<file path="src/rtl/pipe_stage_skid_reg.sv">
// Pipeline-stage register with valid/ready handshake, one-entry skid buffer and flush.
// Optional stall-cycle counter enabled by defining PIPE_STAGE_STATS_EN.
module pipe_stage_skid_reg #(
  parameter int               WIDTH       = 32,
  parameter logic [WIDTH-1:0] INIT_VALUE  = '0,
  parameter bit               OUTPUT_GATE = 1'b0
) (
  input  logic             clk,
  input  logic             reset,
  input  logic             i_valid,
  output logic             o_ready,
  input  logic [WIDTH-1:0] i_data,
  input  logic             i_flush,
  output logic             o_valid,
  input  logic             i_ready,
  output logic [WIDTH-1:0] o_data,
  output logic             o_skid_full
`ifdef PIPE_STAGE_STATS_EN
  ,
  output logic [31:0]      o_stall_cycles
`endif
);

  // state    | meaning
  // ST_EMPTY | no valid data held
  // ST_FULL  | main entry valid, skid empty
  // ST_SKID  | main and skid entries both valid
  typedef enum logic [1:0] {ST_EMPTY, ST_FULL, ST_SKID} state_t;

  state_t           r_state;
  logic [WIDTH-1:0] r_main;
  logic [WIDTH-1:0] r_skid;
  logic             w_in_fire;
  logic             w_out_fire;

  assign o_valid     = (r_state != ST_EMPTY);
  assign o_ready     = (r_state != ST_SKID);
  assign o_skid_full = (r_state == ST_SKID);

  assign w_in_fire  = i_valid & o_ready;
  assign w_out_fire = o_valid & i_ready;

  always_ff @(posedge clk) begin
    if (reset) begin
      r_state <= ST_EMPTY;
      r_main  <= INIT_VALUE;
      r_skid  <= INIT_VALUE;
    end else if (i_flush) begin
      // Flush only invalidates; the data registers keep their contents.
      r_state <= ST_EMPTY;
    end else begin
      case (r_state)
        ST_EMPTY: begin
          if (w_in_fire) begin
            r_main  <= i_data;
            r_state <= ST_FULL;
          end
        end
        ST_FULL: begin
          case ({w_in_fire, w_out_fire})
            2'b11: r_main <= i_data;
            2'b10: begin
              r_skid  <= i_data;
              r_state <= ST_SKID;
            end
            2'b01: r_state <= ST_EMPTY;
            default: r_state <= ST_FULL;
          endcase
        end
        ST_SKID: begin
          if (w_out_fire) begin
            r_main  <= r_skid;
            r_state <= ST_FULL;
          end
        end
        default: r_state <= ST_EMPTY;
      endcase
    end
  end

  generate
    if (OUTPUT_GATE) begin : g_gate
      assign o_data = {WIDTH{o_valid}} & r_main;
    end else begin : g_nogate
      assign o_data = r_main;
    end
  endgenerate

`ifdef PIPE_STAGE_STATS_EN
  logic [31:0] r_stall_cnt;

  // Counts through flush cycles; only reset clears it.
  always_ff @(posedge clk) begin
    if (reset) begin
      r_stall_cnt <= '0;
    end else if (o_valid && !i_ready && (r_stall_cnt != 32'hFFFF_FFFF)) begin
      r_stall_cnt <= r_stall_cnt + 32'd1;
    end
  end

  assign o_stall_cycles = r_stall_cnt;
`endif

endmodule

</file>
<file path="config.mk">
export PLATFORM = sky130hd
export DESIGN_NAME = pipe_stage_skid_reg
export DESIGN_NICKNAME = d
export VERILOG_FILES = /design/src/rtl/pipe_stage_skid_reg.sv
export SDC_FILE = /design/constraint.sdc
export NUM_CORES = 1
export LEC_CHECK = 0
export CAP_MARGIN = 20
export CORE_ASPECT_RATIO = 0.9
export CORE_MARGIN = 4
export CORE_UTILIZATION = 40
export CTS_BUF_LIST = sky130_fd_sc_hd__clkbuf_8
export DETAILED_ROUTE_END_ITERATION = 10
export PLACE_DENSITY = 0.69
export SYNTH_ARGS = -nofsm -noshare
export SYNTH_HDL_FRONTEND = slang
export SYNTH_SLANG_ARGS = --single-unit
</file>
<file path="constraint.sdc">
create_clock -name clk -period 2.2 [get_ports clk]
set_input_delay 0.33 -clock clk [delete_from_list [all_inputs] [get_ports clk]]
set_output_delay 0.33 -clock clk [all_outputs]
set_load 0.02 [all_outputs]
</file>
==> flow_summary.ini <==
[synthesis]
synth_compound_gate_area_share_pct = 27.3
syn_inst = 313
synth_top_family_by_area = compound AO/OA/AOI/OAI gates
yosys.cell_types.count = 26
synth-seq-cells = 66
seq_area_frac_synth_pct = 43.7
synth_area_mm2 = 0.00302
synth_warnings = 0
synth-xor-area-share_pct = 0
synth_fa_ha_area_share_pct = 1.24
synth_mux_area_share_pct = 11.0
syn_nets = 353
synth_area_per_cell_um2 = 9.66
synthSimpleGateAreaFrac_pct = 10.6

[setup_path]
cp_slowest_cell = dfxtp_1
r2r-start = r_state[0]$_SDFFE_PP0P_
cp_max_fo = 32
crit_required_ps = 2460
critical_path_class = flop to flop
critPathArrivalTime_ps = 2290
crit_chain = or2_2 -> nand2_1 -> inv_1 -> ha_1 -> mux2_2 -> a21o_2 -> buf_12 -> a211oi_1
cpLargestDelayFamily = compound AO/OA/AOI/OAI gates
crit_buf_inv = 2
max_stage_delay_ps = 340
r2r_cells = 8
reg2reg_slack_ps = 170
crit_path_start_kind = flop
rr_endpoint = o_data[2]$_SDFFE_PP0P_
end_kind = flop

[floorplanning]
fp.dieH_um = 90.5
num_rows = 29
ios = 72
core_mm2 = 0.00718
start_util_pct = 42.1
die_area_mm2 = 0.00902
die_w_um = 99.7

[timing]
setup_violations = 0
rsz0062_at_grt = no
fin_crit_sh_pct = 92.1
layout_setup_ws_ps = 173
fmax_mhz = 493
max_slew_margin_pct = 60.6
clock_skew_ps = 6.03
worst_pin_slew_ps = 591
maxSlewViolCount = 0
hold_viol_final = 0
setup-tns-final_ps = 0
fin_crit_ps = 2030

[power_and_ir_drop]
peakVddDrop_v = 0.000390
powerDensity_mw_per_mm2 = 702
p_leak_nw = 1.60

[finish]
nets = 421
num-fill-cells = 642
diodes = 0
area_growth_pct = 35.8
final-seq-area_mm2 = 0.00132
drive_gt1_share_pct = 18.9
multi_input_area_mm2 = 0.00155
stdcell_count = 479

[worst_hold_path]
hp-start = r_skid[1]$_SDFFE_PP0P_
hold_path.class = flop to flop
hold_depth = 2
whs_endpoint = r_skid[1]$_SDFFE_PP0P_

[grt]
grt_pass1_vias = 2678
grt-ovfl-total = 0
grtUsageTotal_pct = 17.4
grt_pass1_wl_um = 12800
grt_max_degree = 67
antenna_found_initial = 0

[placed_design]
place_inst = 463
dp.final_hpwl_um = 4910
dp_slack_ps = 30.6
routabilityCongestion = 0.739
io_buffers = 71

[routing]
drc = 0
ant_nets = 0
vias = 2571
wl_per_cell_um = 15.9
vias_per_cell = 5.37
first_pass_iters = 4
dr.first_iter.drc_count = 93
routed_wl_um = 7600

[outcome]
outcome = complete, no violations

[cts]
htreeDepth = 3
clk_latency_ps = 340
clock-root-buffer = clkbuf_8
cts_tree = done
cts_buffers = 9
clk_pin_slew_ps = 70
clockBufferDepth = 2
cts_setup_buffers = 0
hold_buffers = 0
cts_resized = 0
cts_sinks = 66

[flow_run]
maxCapViolCount = 0
## power by group
group	internal [mW]	total, mW	switching [mW]
clock network	0.635	1.13	0.492
logic	0.238	0.477	0.239
registers	1.25	1.28	0.0329
total	2.12	2.88	0.764
## per-stage QoR
step                utilization [%]  hold WS [ps]  power [mW]  area (um2)
floorplan                         -           407        1.56        3020
global placement               54.1           441        1.78        3890
detailed placement             54.1           446        1.79        3890
CTS                            57.2           456        2.91        4110
global route                   57.2           473        3.00        4110
finish                         57.2           454        2.88        4110
## worst reg2reg max path, stage by stage, from the launching register on
cell,delay [ps]
dfxtp_1,340
or2_2,300
nand2_1,120
inv_1,60
ha_1,210
mux2_2,300
a21o_2,220
buf_12,190
a211oi_1,220
## worst max path at each step
stage | start | to | slack, ps | depth (start not counted)
6_report | r_state[0]$_SDFFE_PP0P_ | o_data[2]$_SDFFE_PP0P_ | 170 | 8
5_1_grt | r_state[0]$_SDFFE_PP0P_ | o_data[29]$_SDFFE_PP0P_ | 20 | 8
4_1_cts | r_state[0]$_SDFFE_PP0P_ | o_data[2]$_SDFFE_PP0P_ | 170 | 8
3_5_place_dp | i_valid | o_data[2]$_SDFFE_PP0P_ | 30 | 7
3_3_place_gp | i_valid | o_data[2]$_SDFFE_PP0P_ | 80 | 7
2_1_floorplan | r_state[0]$_SDFFE_PP0P_ | o_data[10]$_SDFFE_PP0P_ | 40 | 9
## layer usage
layer / vias to the layer above / track usage [%] / share of wire [%]
met5: - / 0 / 0
met4: 0 / 6.14 / 1.6
met3: 12 / 4.79 / 5.4
met2: 73 / 27.9 / 46
met1: 1213 / 22.4 / 47
li1: 1273 / - / -
## placed cells by master, fill, tap and decap left out, drive strengths merged
cell type / Yosys / layout
and2: 1 / 1
or2: 1 / 1
nor2: 1 / 1
inv: 2 / 2
a211oi: 65 / 65
mux2i: 32 / 32
ha: 3 / 3
o21ai: 1 / 1
nand4bb: 1 / 1
mux2: 1 / 1
clkinvlp: 0 / 2
clkinv: 0 / 3
bufinv: 0 / 2
nand3b: 1 / 1
o22a: 1 / 1
nand2b: 2 / 2
nand2: 66 / 66
clkbuf: 13 / 9
nor3: 1 / 1
buf: 19 / 19
a21o: 2 / 2
a21oi: 32 / 32
dfxtp: 66 / 66
nor4bb: 2 / 2
clkdlybuf4s50: 0 / 70
## final cells by class
class                           count  share of cell area, %
Inverter                            2                  0.183
Timing Repair Buffer               89                   21.7
Sequential cell                    66                   32.2
Clock inverter                      7                   2.29
Multi-Input combinational cell    213                   37.8
Tap cell                           93                   2.83
Clock buffer                        9                   3.02
## registers in the layout, summed over array words and instances (netlist names)
signal	flops
r_skid	32
o_data	32
r_state	2
## logic make-up after synthesis
logic type / count (synthesis)
AO/OA/AOI/OAI: 101
AND/OR/NAND/NOR: 76
flip-flops: 66
buffers and inverters: 34
multiplexers: 33
adder cells (fa/ha/maj): 3
## synth_stat cells
cell,count,area [um2]
nor4bb_1,2,20.0
nand2b_1,2,12.5
a21o_1,2,15.0
or2_2,1,6.26
mux2_2,1,11.3
nand2_1,66,248
nand4bb_1,1,11.3
mux2i_1,32,320
a211oi_1,35,263
nor3_1,1,5.00
dfxtp_1,66,1320
ha_1,3,37.5
and2_1,1,6.26
buf_1,1,3.75
a21oi_1,32,160
inv_1,1,3.75
o21ai_0,1,5.00
buf_6,5,56.3
nand3b_1,1,7.51
inv_2,1,3.75
o22a_1,1,8.76
a211oi_2,30,375
buf_4,2,15.0
buf_2,11,55.1
clkbuf_1,13,48.8
nor2_1,1,3.75
Power figures use the tool's default switching activity.
